===== config.mk =====
export PLATFORM = sky130hd
export DESIGN_NAME = tpu_tile_sequencer
export DESIGN_NICKNAME = d
export VERILOG_FILES = /design/src/rtl/tpu_tile_sequencer.sv
export SDC_FILE = /design/constraint.sdc
export NUM_CORES = 1
export LEC_CHECK = 0
export ABC_AREA = 1
export ABC_CLOCK_PERIOD_IN_PS = 2760
export BUFFER_PORTS_ARGS = -buffer_cell sky130_fd_sc_hd__buf_4
export CORE_MARGIN = 2
export CORE_UTILIZATION = 62
export CTS_CLUSTER_DIAMETER = 60
export DETAILED_ROUTE_END_ITERATION = 10
export PLACE_DENSITY = 0.82
export SKIP_CTS_REPAIR_TIMING = 1
export SLEW_MARGIN = 20
export SYNTH_ARGS = -nofsm -noshare
export SYNTH_HDL_FRONTEND = slang
export SYNTH_SLANG_ARGS = --single-unit

===== constraint.sdc =====
create_clock -name clk -period 2.76 [get_ports clk]
set_clock_uncertainty 0.05 [all_clocks]
set_input_delay 0.276 -clock clk [delete_from_list [all_inputs] [get_ports clk]]
set_output_delay 0.276 -clock clk [all_outputs]
set_load 0.01 [all_outputs]

===== src/rtl/tpu_tile_sequencer.sv =====
// -----------------------------------------------------------------------------
// tpu_tile_sequencer
//
// Sequences one matrix tile job: pops a weight tile from the weight FIFO,
// strobes a weight reload into the systolic array, streams num_rows input
// rows out of the unified buffer, and writes the matching result rows into
// the result SRAM RESULT_LAT cycles after each read.
//
// Ports
//   clk, rstn            : clock, asynchronous active-low reset
//   start, abort         : launch a job (IDLE only) / cancel the current job
//   src_base, dst_base   : first unified-buffer / result-SRAM address
//   num_rows             : number of rows to stream (0 is an illegal job)
//   fifo_empty, fifo_re  : weight FIFO status / pop strobe
//   we_rl                : weight reload strobe to the systolic array
//   ub_re, ub_addr       : unified-buffer read valid / address
//   res_we, res_addr     : result-SRAM write enable / address
//   busy, done, err      : job in progress / completion pulse / illegal pulse
// -----------------------------------------------------------------------------
module tpu_tile_sequencer #(
    parameter int ADDRESSSIZE = 10,
    parameter int MATRIX_SIZE = 8,
    parameter int RESULT_LAT  = 3 * MATRIX_SIZE
) (
    input  logic                   clk,
    input  logic                   rstn,
    input  logic                   start,
    input  logic                   abort,
    input  logic [ADDRESSSIZE-1:0] src_base,
    input  logic [ADDRESSSIZE-1:0] dst_base,
    input  logic [ADDRESSSIZE-1:0] num_rows,
    input  logic                   fifo_empty,
    output logic                   fifo_re,
    output logic                   we_rl,
    output logic                   ub_re,
    output logic [ADDRESSSIZE-1:0] ub_addr,
    output logic                   res_we,
    output logic [ADDRESSSIZE-1:0] res_addr,
    output logic                   busy,
    output logic                   done,
    output logic                   err
);

    if (RESULT_LAT < 1 || RESULT_LAT > 64 || MATRIX_SIZE < 1) begin : g_bad_params
        $error("tpu_tile_sequencer: RESULT_LAT must be 1..64 and MATRIX_SIZE >= 1");
    end

    typedef enum logic [2:0] {IDLE, WLOAD, WRL, STREAM, DRAIN} state_t;

    state_t                 state;
    logic [ADDRESSSIZE-1:0] rows;      // captured num_rows
    logic [ADDRESSSIZE-1:0] row_cnt;   // rows issued so far in STREAM
    logic [ADDRESSSIZE-1:0] res_cnt;   // result writes seen so far
    logic [ADDRESSSIZE-1:0] ub_ptr;
    logic [ADDRESSSIZE-1:0] res_ptr;
    logic [RESULT_LAT-1:0]  pipe;      // ub_re delay line; MSB is res_we

    // All strobes decode directly from registered state so they carry no
    // extra cycle of latency; fifo_re must react to fifo_empty in the same
    // cycle so the pop and the WLOAD->WRL step coincide.
    assign fifo_re  = (state == WLOAD) && !fifo_empty;
    assign we_rl    = (state == WRL);
    assign ub_re    = (state == STREAM);
    assign busy     = (state != IDLE);
    assign res_we   = pipe[RESULT_LAT-1];
    assign ub_addr  = ub_ptr;
    assign res_addr = res_ptr;

    // NOTE: every register here uses <= so all updates see the pre-edge
    // values; later assignments in the block deliberately override earlier
    // defaults (e.g. a new job reloads res_ptr over the running increment).
    always_ff @(posedge clk or negedge rstn) begin
        if (!rstn) begin
            state   <= IDLE;
            rows    <= '0;
            row_cnt <= '0;
            res_cnt <= '0;
            ub_ptr  <= '0;
            res_ptr <= '0;
            // NOTE: the delay line is plain flops, not a RAM, so it is reset
            // along with everything else; a stale bit would fire res_we.
            pipe    <= '0;
            done    <= 1'b0;
            err     <= 1'b0;
        end else begin
            done <= 1'b0;
            err  <= 1'b0;
            pipe <= (pipe << 1) | RESULT_LAT'(ub_re);

            // Result writes can trail into DRAIN or, for short latencies,
            // overlap STREAM, so their bookkeeping runs in every state.
            if (res_we) begin
                res_ptr <= res_ptr + ADDRESSSIZE'(1);
                res_cnt <= res_cnt + ADDRESSSIZE'(1);
            end

            if (abort && state != IDLE) begin
                // Abort wins over start and flushes in-flight result writes.
                state <= IDLE;
                pipe  <= '0;
            end else begin
                case (state)
                    IDLE: begin
                        if (start) begin
                            if (num_rows == '0) begin
                                done <= 1'b1;
                                err  <= 1'b1;
                            end else begin
                                rows    <= num_rows;
                                ub_ptr  <= src_base;
                                res_ptr <= dst_base;
                                row_cnt <= '0;
                                res_cnt <= '0;
                                state   <= WLOAD;
                            end
                        end
                    end
                    WLOAD: begin
                        if (!fifo_empty) state <= WRL;
                    end
                    WRL: begin
                        state <= STREAM;
                    end
                    STREAM: begin
                        ub_ptr  <= ub_ptr + ADDRESSSIZE'(1);
                        row_cnt <= row_cnt + ADDRESSSIZE'(1);
                        // Compare against rows-1 so a full 2^N-1 row job never
                        // needs the counter to exceed its width.
                        if (row_cnt == rows - ADDRESSSIZE'(1)) state <= DRAIN;
                    end
                    DRAIN: begin
                        if (res_we && res_cnt == rows - ADDRESSSIZE'(1)) begin
                            done  <= 1'b1;
                            state <= IDLE;
                        end
                    end
                    default: state <= IDLE;
                endcase
            end
        end
    end

endmodule


After elaboration in Yosys (flattened, before gate mapping)
Cells that the tools add are included.

word-level totals
  flip-flop bits (word level) = 79
  bits of input ports = 35
  output and inout port bits = 27
  logic and storage cells = 72

operators by class
  equal/unequal tests = 13
  multiplexer cells = 31
  reductions and logical operators = 11
  bitwise gates (word level) = 3
  add/sub/neg operators = 5

operators with widths
  kind                   count
  $mux 10                14
  $add 10x1->10 const B  4
  $pmux 10 s2            2
  $mux 24                1
  $or 24x1->24           1
  $eq 10x10->1           2
  $mux 3                 6
  $pmux 3 s5             1
  $logic_not 10->1       1
  $sub 10x1->10 const B  1
  $ne 3x3->1 const B     3
  $reduce_and 4->1       2
  $eq 3x2->1 const B     2
  $mux 1                 6
  $reduce_and 5->1       1
  $ne 2x2->1 const B     2
  $eq 3x1->1 const B     1
  $eq 3x3->1 const B     1
  $logic_and 1x1->1      3
  $logic_not 3->1        1
  $ne 3x1->1 const B     1
  $ne 3x2->1 const B     1
  $reduce_bool 3->1      1
  $not 1->1              2
  3 further kinds        3

Longest topological paths before layout
Gate-level depths: netlist of the first run.

  word-level depth = 6
  gate-level depth with buffers = 16
  mapped depth without buffers = 16

Worst setup path before layout of the first run
OpenSTA, ideal clock, no wires.

  path type = register -> register
  start = reg rows[0]
  end = reg state[1]
  data required time = 2634 ps
  slack = 1025 ps
  library setup time = 76 ps
  stages on the path, launching flop included = 17
  buffers on the path = 0
  clock period less this slack = 1735 ps
  arrival time = 1609 ps
  path through = dfrtp_1 > inv_2 > ha_1 > inv_1 > nand2_1 > nand2_1 > nand2_1 > nand2_1 > inv_1 > nand2_1 > nor2_1 > nand2_1 > nor2_1 > nand3_2 > nand2_2 > nand2_1 > o21ai_1

between the ends
  cells in the longest elaborated chain, start to end = 5
  elaborated cells on any way between the ends = 7
  those cells by class = 1 x add/sub; 4 x eq/ne; 2 x reduce/logical

RTL lines
  item                                   RTL line  RTL
  start, declared                        51        logic [ADDRESSSIZE-1:0] rows;
  start signal, assigned                 109       rows <= num_rows;
  $sub 10x1->10 (*)                      129, 132
  $eq 10x10->1                           132       if (res_we && res_cnt == rows - ADDRESSSIZE'(1)) begin
  $logic_and 1x1->1                      132
  $ne 3x3->1 (no source line)            -
  $reduce_and 5->1 (no source line) (*)  -
  end signal, assigned                   129       if (row_cnt == rows - ADDRESSSIZE'(1)) state <= DRAIN;
  end signal, assigned                   134       state <= IDLE;
  end signal, assigned                   137       default: state <= IDLE;
  end, declared                          50        state_t state;

Every way passes the cells marked *; elsewhere a longest branch is shown, timed or not.
A chain may end at the register's enable or synchronous reset.

Worst setup path in the final report of the first run
  start = reg rows[0]
  end = reg state[0]

The elaborated chain is that of the path after synthesis.

==> flow_metrics.py, run 1 <==
metrics = {
    "die": {
        "start_util_pct": 63.0,
        "core_um2": 6720,
        "ios": 62,
        "num_rows": 30,
        "die_w_um": 86.6,
        "die_h_um": 86.6,
        "die_area_um2": 7510,
    },
    "synth": {
        "syn_inst": 545,
        "ys_top_cells_by_count": "nand2_1, dfrtp_1, inv_1",
        "yosys.cell_types.count": 37,
        "synth_simple_gate_area_share_pct": 30.1,
        "synth-xor-area-share_pct": 3.72,
        "syn_nets": 585,
        "synth_edf_count": 0,
        "synth_top_area_share_pct": 46.7,
        "yosys_most_used_dff": "dfrtp_1",
        "synthAdderAreaFrac_pct": 1.48,
        "ys_top_cells_by_area": "dfrtp_1, nand2_1, inv_1, nor2_1, nand3_1",
        "muxShareOfSynthArea_pct": 0,
        "synth_async_sr_flop_share_pct": 100,
        "syn_area_um2": 4230,
        "synthMostInstantiatedCell": "nand2_1",
        "yosysTopAreaCell": "dfrtp_1",
        "synth_top_family_by_area": "simple AND/OR/NAND/NOR gates",
        "yosys_warnings": 0,
        "synth_compound_area_share_pct": 9.46,
        "ys_seq_area_share_pct": 46.7,
        "ys_seq_elements": 79,
        "syn_avg_cell_area_um2": 7.77,
    },
    "timing": {
        "worst_slew_pin_slew_ns": 0.707,
        "whs_ns": 0.0725,
        "rsz0062_at_grt": "no",
        "max_slew_margin_pct": 52.7,
        "slew_viol_final": 0,
        "fmax_ghz": 0.496,
        "finalCritPeriodShare_pct": 73.0,
        "finalCriticalPeriod_ns": 2.02,
        "setup_viol": 0,
        "tns_ns": 0,
        "hold_viol": 0,
    },
    "detailed_routing": {
        "vias_per_cell": 5.34,
        "num_vias": 3710,
        "firstDrtPassIters": 7,
        "wl_mm": 9.78,
        "post-route-drc-count": 0,
        "antenna_left": 0,
        "wl_per_cell_um": 14.1,
        "drt-initial-drc-count": 216,
    },
    "run_status": {
        "status": "finished clean",
    },
    "clock_network": {
        "clkSinkCount": 79,
        "clkTransAtPathRegs_ns": 0.09,
        "cts_max_level": 3,
        "cts_tree": "done",
        "clk_latency_ns": 0.36,
        "cts-root-buf": "clkbuf_8",
        "clockBufferDepth": 2,
        "cts_buffers": 9,
    },
    "critical_path": {
        "end_kind": "register",
        "critPathMaxFanout": 8,
        "cp_slowest_stage_delay_ns": 0.43,
        "crit_type": "reg -> reg",
        "start_kind": "register",
        "crit_chain": "inv_2, ha_1, inv_1, nand2_1, nand2_1, xor2_1, nor2_1, nand3_1, nor2_1, nand2_1, nand2_1, nand4_1, nand2_1",
        "required_ns": 3.01,
        "crit_path_top_delay_cell": "dfrtp_1",
        "worstPathArrival_ns": 2.27,
        "cp_common_cell": "nand2_1",
    },
    "power_and_ir_drop": {
        "peakVddDrop_mv": 0.577,
        "cellLeakagePower_nw": 2.40,
        "powerDensity_nw_per_um2": 893,
    },
    "global_route": {
        "grt_overflow": 0,
        "grt_usage_pct": 27.6,
        "antenna_found_initial": 0,
        "grtUsageMet3_pct": 5.90,
        "use_met2_pct": 42.6,
        "top_usage_layer": "met2",
        "grt_pass1_vias": 3476,
        "grt_start_max_net_pins": 80,
        "grt_pass1_wl_mm": 16.2,
        "met1_usage_pct": 39.6,
    },
    "worst_hold_path": {
        "hold_class": "in -> reg",
    },
    "cells_and_area": {
        "syn_to_final_growth_pct": 18.0,
        "antenna_cells": 0,
        "nets": 650,
        "fill_cells": 520,
        "layout.area.seq_um2": 1980,
        "drive_gt1_share_pct": 18.2,
        "multi_input_area_um2": 1900,
    },
    "place": {
        "dp_hpwl_mm": 7.22,
        "numPortBuffers": 61,
        "gp_congestion": 0.986,
    },
    "job": {
        "maxCapViolCount": 0,
    },
}
cells in the final DEF, fill, tap and decap left out, drive strengths merged:
cell type and instances:
a211oi 1, a21boi 1, a21o 1, a21oi 23, a31oi 2, buf 65
clkbuf 9, clkinv 2, clkinvlp 1, dfrtp 79, dlygate4sd3 1, ha 5
inv 86, nand2 119, nand3 43, nand3b 2, nand4 6, nor2 84
nor3 18, nor3b 1, nor4 2, o21a 2, o21ai 38, o221ai 1
o22ai 1, o31ai 4, xnor2 4, xor2 14
flip-flops by register name (all words and copies together) (netlist names):
name	cells
rows	10
res_cnt	10
ub_addr	10
done	1
row_cnt	10
pipe	24
state	3
err	1
res_addr	10
final timing paths:
path | start | end | slack [ns] | cells after the start
min in group asynchronous | rstn | rows[8] | 0.28 | 2
min | dst_base[6] | res_addr[6] | 0.07 | 2
max reg2reg | rows[0] | state[0] | 0.74 | 13
max in group asynchronous | rstn | pipe[1] | 1.80 | 3
max | rows[0] | state[0] | 0.74 | 13
min reg2reg | pipe[2] | pipe[3] | 0.42 | 2
worst max-delay path: cells and delay by family (launching register included):
| family | cells | cell delay [ns] |
|---|---|---|
| simple gates | 9 | 0.86 |
| flops | 1 | 0.43 |
| fa+ha+maj | 1 | 0.27 |
| buf+inv | 2 | 0.20 |
| xor+xnor | 1 | 0.14 |
layer usage:
layer | share of wire [%] | routed length [um] | up-vias
li1 | - | - | 1862
met1 | 47 | 4620 | 1753
met2 | 47 | 4600 | 80
met3 | 4.3 | 421 | 15
met4 | 1.4 | 137 | 0
met5 | 0 | 0 | -
where the power goes:
group	switching (mW)	internal (mW)
registers	0.293	1.40
logic	1.16	0.749
clock network	0.500	0.356
total	1.95	2.51
kinds of logic (layout without fill, tap and decap cells):
group / count (synthesis) / count (layout)
AND/OR/NAND/NOR: 275 / 275
flip-flops: 79 / 79
XOR/XNOR: 18 / 18
AO/OA/AOI/OAI: 74 / 74
buffers and inverters: 94 / 164
adder cells (fa/ha/maj): 5 / 5
metrics by stage:
step | area, um2 | setup slack (ns) | power, mW | util, % | cells
after floorplan | 4230 | 1.02 | 2.95 | - | 545
after global placement | 4760 | 0.840 | 3.54 | 70.9 | 677
after detailed placement | 4760 | 0.779 | 3.60 | 70.9 | 677
after CTS | 4960 | 0.743 | 4.46 | 73.8 | 693
after global routing | 4990 | 0.477 | 4.79 | 74.3 | 695
final | 4990 | 0.744 | 4.46 | 74.3 | 695
layout make-up:
type                            instances  area share (%)
Clock inverter                          7            1.45
Multi-Input combinational cell        372            38.0
Clock buffer                            9            2.48
Inverter                               82            6.16
Timing Repair Buffer                   66            10.4
Tap cell                               80            2.00
Sequential cell                        79            39.6
No activity file was read; power rests on OpenSTA's default activity.
==> run 2: changes to the inputs <==
- ABC_AREA: 1 -> 0
- ABC_CLOCK_PERIOD_IN_PS: 2760 -> 2000
- CORE_UTILIZATION: 62 -> 57
- PLACE_DENSITY: 0.82 -> 0.76
- clock period: 2.76 -> 2 ns (I/O delays scaled with it)
==> flow_metrics.py, run 2 <==
metrics = {
    "power_and_ir_drop": {
        "combPwrFrac_pct": 42.7,
        "powerDensity_nw_per_um2": 1090,
        "p_sw_mw": 2.17,
        "switching_share_pct": 37.5,
        "pwr-share-seq_pct": 37.7,
        "internal-power_mw": 3.62,
        "peakVddDrop_mv": 0.659,
        "p_clk_share_pct": 19.6,
        "cellLeakagePower_nw": 2.55,
    },
    "timing": {
        "finalCriticalPeriod_ns": 2.47,
        "fmax_ghz": 0.405,
        "max_slew_margin_pct": 54.3,
        "rsz0062_at_grt": "yes",
        "fin_ws_ns": -0.468,
        "whs_ns": -0.00112,
        "slew_viol_final": 0,
        "worst_slew_pin_slew_ns": 0.686,
        "finalCritPeriodShare_pct": 123,
        "hold_viol": 2,
        "tns_ns": -1.64,
        "setup_viol": 4,
    },
    "clock_network": {
        "cts-root-buf": "clkbuf_8",
        "clkTransAtPathRegs_ns": 0.09,
        "cts_tree": "done",
        "clkSinkCount": 79,
        "clockBufferDepth": 2,
        "cts_max_level": 3,
        "cts_buffers": 9,
        "clk_latency_ns": 0.35,
    },
    "cells_and_area": {
        "largest_reg_flops": 24,
        "drive_gt1_share_pct": 31.0,
        "post-route-cell-area_um2": 5330,
        "fill_cells": 488,
        "final_common_cell": "buf_4",
        "syn_to_final_growth_pct": 32.0,
        "layout_common_cells": "buf_4, dfrtp_1, nand2_1, nor2_1, and2_1",
        "largest_register": "pipe",
        "nets": 573,
        "antenna_cells": 0,
    },
    "global_route": {
        "grt_overflow": 0,
        "antenna_found_initial": 0,
        "grt_usage_pct": 26.8,
        "grt_pass1_vias": 3291,
        "grt_pass1_wl_mm": 15.9,
        "grt_start_max_net_pins": 54,
    },
    "worst_hold_path": {
        "hold_class": "in -> reg",
    },
    "synth": {
        "yosysTopAreaCell": "dfrtp_1",
        "ys_top_cells_by_area": "dfrtp_1, nand2_1, xor2_1, xnor2_1, and2_1",
        "yosys.cell_types.count": 49,
        "muxShareOfSynthArea_pct": 1.30,
        "synth_simple_gate_area_share_pct": 25.8,
        "synth_edf_count": 0,
        "ys_seq_elements": 79,
        "syn_area_um2": 4040,
        "synth-xor-area-share_pct": 9.89,
        "synth_async_sr_flop_share_pct": 100,
        "syn_nets": 462,
        "syn_avg_cell_area_um2": 9.56,
        "ys_top_cells_by_count": "dfrtp_1, nand2_1, nor2_1",
        "synthMostInstantiatedCell": "dfrtp_1",
        "synthAdderAreaFrac_pct": 1.55,
        "yosys_warnings": 0,
        "synth_top_family_by_area": "simple AND/OR/NAND/NOR gates",
        "yosys_most_used_dff": "dfrtp_1",
        "synth_top_area_share_pct": 49.0,
        "ys_seq_area_share_pct": 49.0,
        "syn_inst": 422,
        "synth_compound_area_share_pct": 8.96,
    },
    "critical_path": {
        "crit_family": "simple AND/OR/NAND/NOR gates",
        "cp_slowest_stage_delay_ns": 0.54,
        "crit_type": "reg -> reg",
        "worstPathArrival_ns": 2.65,
        "start_kind": "register",
        "required_ns": 2.19,
        "crit_path_top_delay_cell": "or4_4",
        "timing.critical_path.buf_inv": 2,
        "crit_chain": "buf_6, or4_4, nor4_4, xnor2_1, nor4_2, buf_4, nand2_2, a221o_1",
        "end_kind": "register",
        "critPathMaxFanout": 5,
    },
    "place": {
        "dp_hpwl_mm": 7.21,
        "gp_congestion": 0.868,
        "place_ws_ns": -0.443,
        "numPortBuffers": 61,
        "dpl_cell_area_um2": 4950,
    },
    "detailed_routing": {
        "firstDrtPassIters": 4,
        "num_vias": 3355,
        "drt-initial-drc-count": 172,
        "antenna_left": 0,
        "wl_mm": 9.88,
        "vias_per_cell": 5.29,
        "wl_per_cell_um": 15.6,
        "post-route-drc-count": 0,
    },
    "die": {
        "ios": 62,
        "die_h_um": 88.1,
        "die_area_um2": 7770,
        "core_um2": 6830,
        "start_util_pct": 59.1,
        "die_w_um": 88.1,
        "num_rows": 30,
    },
    "run_status": {
        "violations": "hold timing, setup timing",
        "status": "finished, violations left",
    },
    "job": {
        "maxCapViolCount": 0,
    },
}
[run 2: kinds of logic after synthesis]
| logic type | Yosys count |
|---|---|
| buffers and inverters | 33 |
| multiplexers | 5 |
| flip-flops | 79 |
| AO/OA/AOI/OAI | 54 |
| AND/OR/NAND/NOR | 202 |
| adder cells (fa/ha/maj) | 5 |
| XOR/XNOR | 44 |
[run 2: metrics by stage]
| step | std cells | power (mW) | util [%] |
|---|---|---|---|
| floorplan | 422 | 3.48 | - |
| global placement | 605 | 4.43 | 72.5 |
| detailed placement | 605 | 4.49 | 72.5 |
| CTS | 621 | 5.63 | 75.2 |
| global route | 634 | 6.15 | 78.0 |
| finish | 634 | 5.79 | 78.0 |
[run 2: path summary, 6_finish.rpt]
check	start	slack [ns]	to	cells past startpoint
hold / removal	dst_base[0]	-0.001	res_addr[0]	3
max in group asynchronous	rstn	0.93	ub_addr[2]	3
min in group asynchronous	rstn	0.38	res_cnt[4]	2
setup / recovery	rows[0]	-0.47	state[0]	8
setup reg to reg	rows[0]	-0.47	state[0]	8
hold reg to reg	pipe[0]	0.41	pipe[1]	1
[run 2: area by class of cell]
type	count	area [um2]	area share [%]
multi-input cells	310	2030	38.1
clock buffers	9	124	2.33
clock inverters	7	62.6	1.17
repair buffers	123	976	18.3
inverters	10	37.5	0.705
flip-flops and latches	79	1980	37.1
well taps	96	120	2.25
[run 2: power groups by stage]
stage | clock, mW | combinational, mW | sequential, mW
2_1_floorplan | 0 | 1.26 | 2.22
3_3_place_gp | 0 | 2.25 | 2.19
3_5_place_dp | 0 | 2.29 | 2.20
4_1_cts | 1.16 | 2.29 | 2.17
5_1_grt | 1.23 | 2.70 | 2.23
6_report | 1.13 | 2.47 | 2.18
[run 2: tightest hold or removal path, cell delays in order]
cell and delay (ns):
buf_4 0.07, nand2_1 0.03, o21ai_0 0.05
[run 2: routing by layer]
| layer | vias up | global-route usage [%] | routed length, um |
|---|---|---|---|
| li1 | 1669 | - | - |
| met1 | 1612 | 36.4 | 4450 |
| met2 | 61 | 43.7 | 5020 |
| met3 | 13 | 5.66 | 295 |
| met4 | 0 | 7.71 | 124 |
| met5 | - | 0 | 0 |
==> run 3: changes to the inputs <==
- CTS_CLUSTER_SIZE: default -> 40
- HOLD_SLACK_MARGIN: default -> 0.15
==> flow_metrics.py, run 3 (synthesis gave the netlist of run 2 again) <==
metrics = {
    "clock_network": {
        "clkTransAtPathRegs_ns": 0.09,
        "cts_max_level": 3,
        "cts_buffers": 9,
        "cts_tree": "done",
        "clk_latency_ns": 0.36,
        "cts-root-buf": "clkbuf_8",
        "clockBufferDepth": 2,
        "clkSinkCount": 79,
    },
    "detailed_routing": {
        "antenna_left": 0,
        "wl_mm": 10.6,
        "drt-initial-drc-count": 200,
        "vias_per_cell": 5.39,
        "post-route-drc-count": 0,
        "num_vias": 3565,
        "firstDrtPassIters": 5,
        "wl_per_cell_um": 16.1,
    },
    "timing": {
        "slew_viol_final": 0,
        "finalCritPeriodShare_pct": 125,
        "fmax_ghz": 0.399,
        "max_slew_margin_pct": 54.1,
        "finalCriticalPeriod_ns": 2.51,
        "setup_viol": 4,
        "hold_viol": 0,
        "rsz0062_at_grt": "yes",
        "worst_slew_pin_slew_ns": 0.688,
        "whs_ns": 0.155,
        "fin_ws_ns": -0.505,
    },
    "die": {
        "die_h_um": 88.1,
        "ios": 62,
        "die_w_um": 88.1,
        "num_rows": 30,
        "die_area_um2": 7770,
        "core_um2": 6830,
        "start_util_pct": 59.1,
    },
    "critical_path": {
        "start_kind": "register",
        "crit_path_top_delay_cell": "or4_4",
        "critPathMaxFanout": 5,
        "crit_chain": "buf_6, or4_4, nor4_4, xnor2_1, nor4_2, buf_4, nand2_2, a221o_1",
        "cp_slowest_stage_delay_ns": 0.54,
        "worstPathArrival_ns": 2.69,
        "end_kind": "register",
        "required_ns": 2.19,
        "crit_type": "reg -> reg",
    },
    "global_route": {
        "grt_pass1_vias": 3291,
        "grt_usage_pct": 26.8,
        "grt_pass1_wl_mm": 15.9,
        "antenna_found_initial": 0,
        "grt_overflow": 0,
        "grt_start_max_net_pins": 54,
    },
    "cells_and_area": {
        "final_common_cell": "buf_4",
        "final_util_pct": 82.1,
        "drive_gt1_share_pct": 29.5,
        "nets": 601,
        "antenna_cells": 0,
        "largest_reg_flops": 24,
        "post-route-cell-area_um2": 5610,
        "syn_to_final_growth_pct": 39.0,
        "layout_common_cells": "buf_4, dfrtp_1, nand2_1, nor2_1, dlygate4sd3_1",
        "largest_register": "pipe",
    },
    "place": {
        "dp_hpwl_mm": 7.21,
        "dpl_cell_area_um2": 4950,
        "place_ws_ns": -0.443,
        "numPortBuffers": 61,
        "gp_congestion": 0.868,
    },
    "job": {
        "maxCapViolCount": 0,
    },
    "run_status": {
        "status": "finished, violations left",
        "violations": "setup timing",
    },
    "power_and_ir_drop": {
        "powerDensity_nw_per_um2": 1050,
        "peakVddDrop_mv": 0.687,
        "power_mw": 5.87,
        "cellLeakagePower_nw": 2.67,
    },
    "worst_hold_path": {
        "hold_class": "in -> reg",
    },
}
run 3: power breakdown:
| group | switching [mW] | internal (mW) |
|---|---|---|
| clock network | 0.661 | 0.481 |
| registers | 0.335 | 1.86 |
| logic | 1.23 | 1.31 |
| total | 2.22 | 3.65 |
run 3: critical path: cells and delay by family, from the launching register on:
kind | cells | cell delay [ns]
compound gates | 1 | 0.34
flops | 1 | 0.45
buf+inv | 2 | 0.30
simple gates | 4 | 1.11
xor+xnor | 1 | 0.13
run 3: path summary, 6_finish.rpt:
path / startpoint / end / slack (ns) / cells after the start
max: rows[0] / state[0] / -0.51 / 8
min: start / err / 0.16 / 3
max reg2reg: rows[0] / state[0] / -0.51 / 8
min reg2reg: pipe[0] / pipe[1] / 0.41 / 1
max in group asynchronous: rstn / pipe[2] / 0.94 / 3
min in group asynchronous: rstn / res_cnt[4] / 0.37 / 2
run 3: area by class of cell:
cell class	count	area (um2)
multi-input combinational	310	2030
clock buffer	9	124
fill	442	1220
sequential	79	1980
inverter	10	37.5
timing repair buffer	151	1260
tap	96	120
clock inverter	7	62.6
run 3: through the flow:
step                setup TNS (ns)  instances
floorplan                   -0.509        422
global placement             -1.10        605
detailed placement           -1.35        605
CTS                          -1.41        621
global route                 -2.04        662
finish                       -1.70        662
run 3: metal layers:
layer / up-vias / part of all wire, % / wire length (um) / global-route usage, %
met3: 16 / 3.9 / 417 / 5.66
met5: - / 0 / 0 / 0
met2: 83 / 51 / 5400 / 43.7
met1: 1737 / 44 / 4680 / 36.4
met4: 0 / 1.4 / 146 / 7.71
li1: 1729 / - / - / -
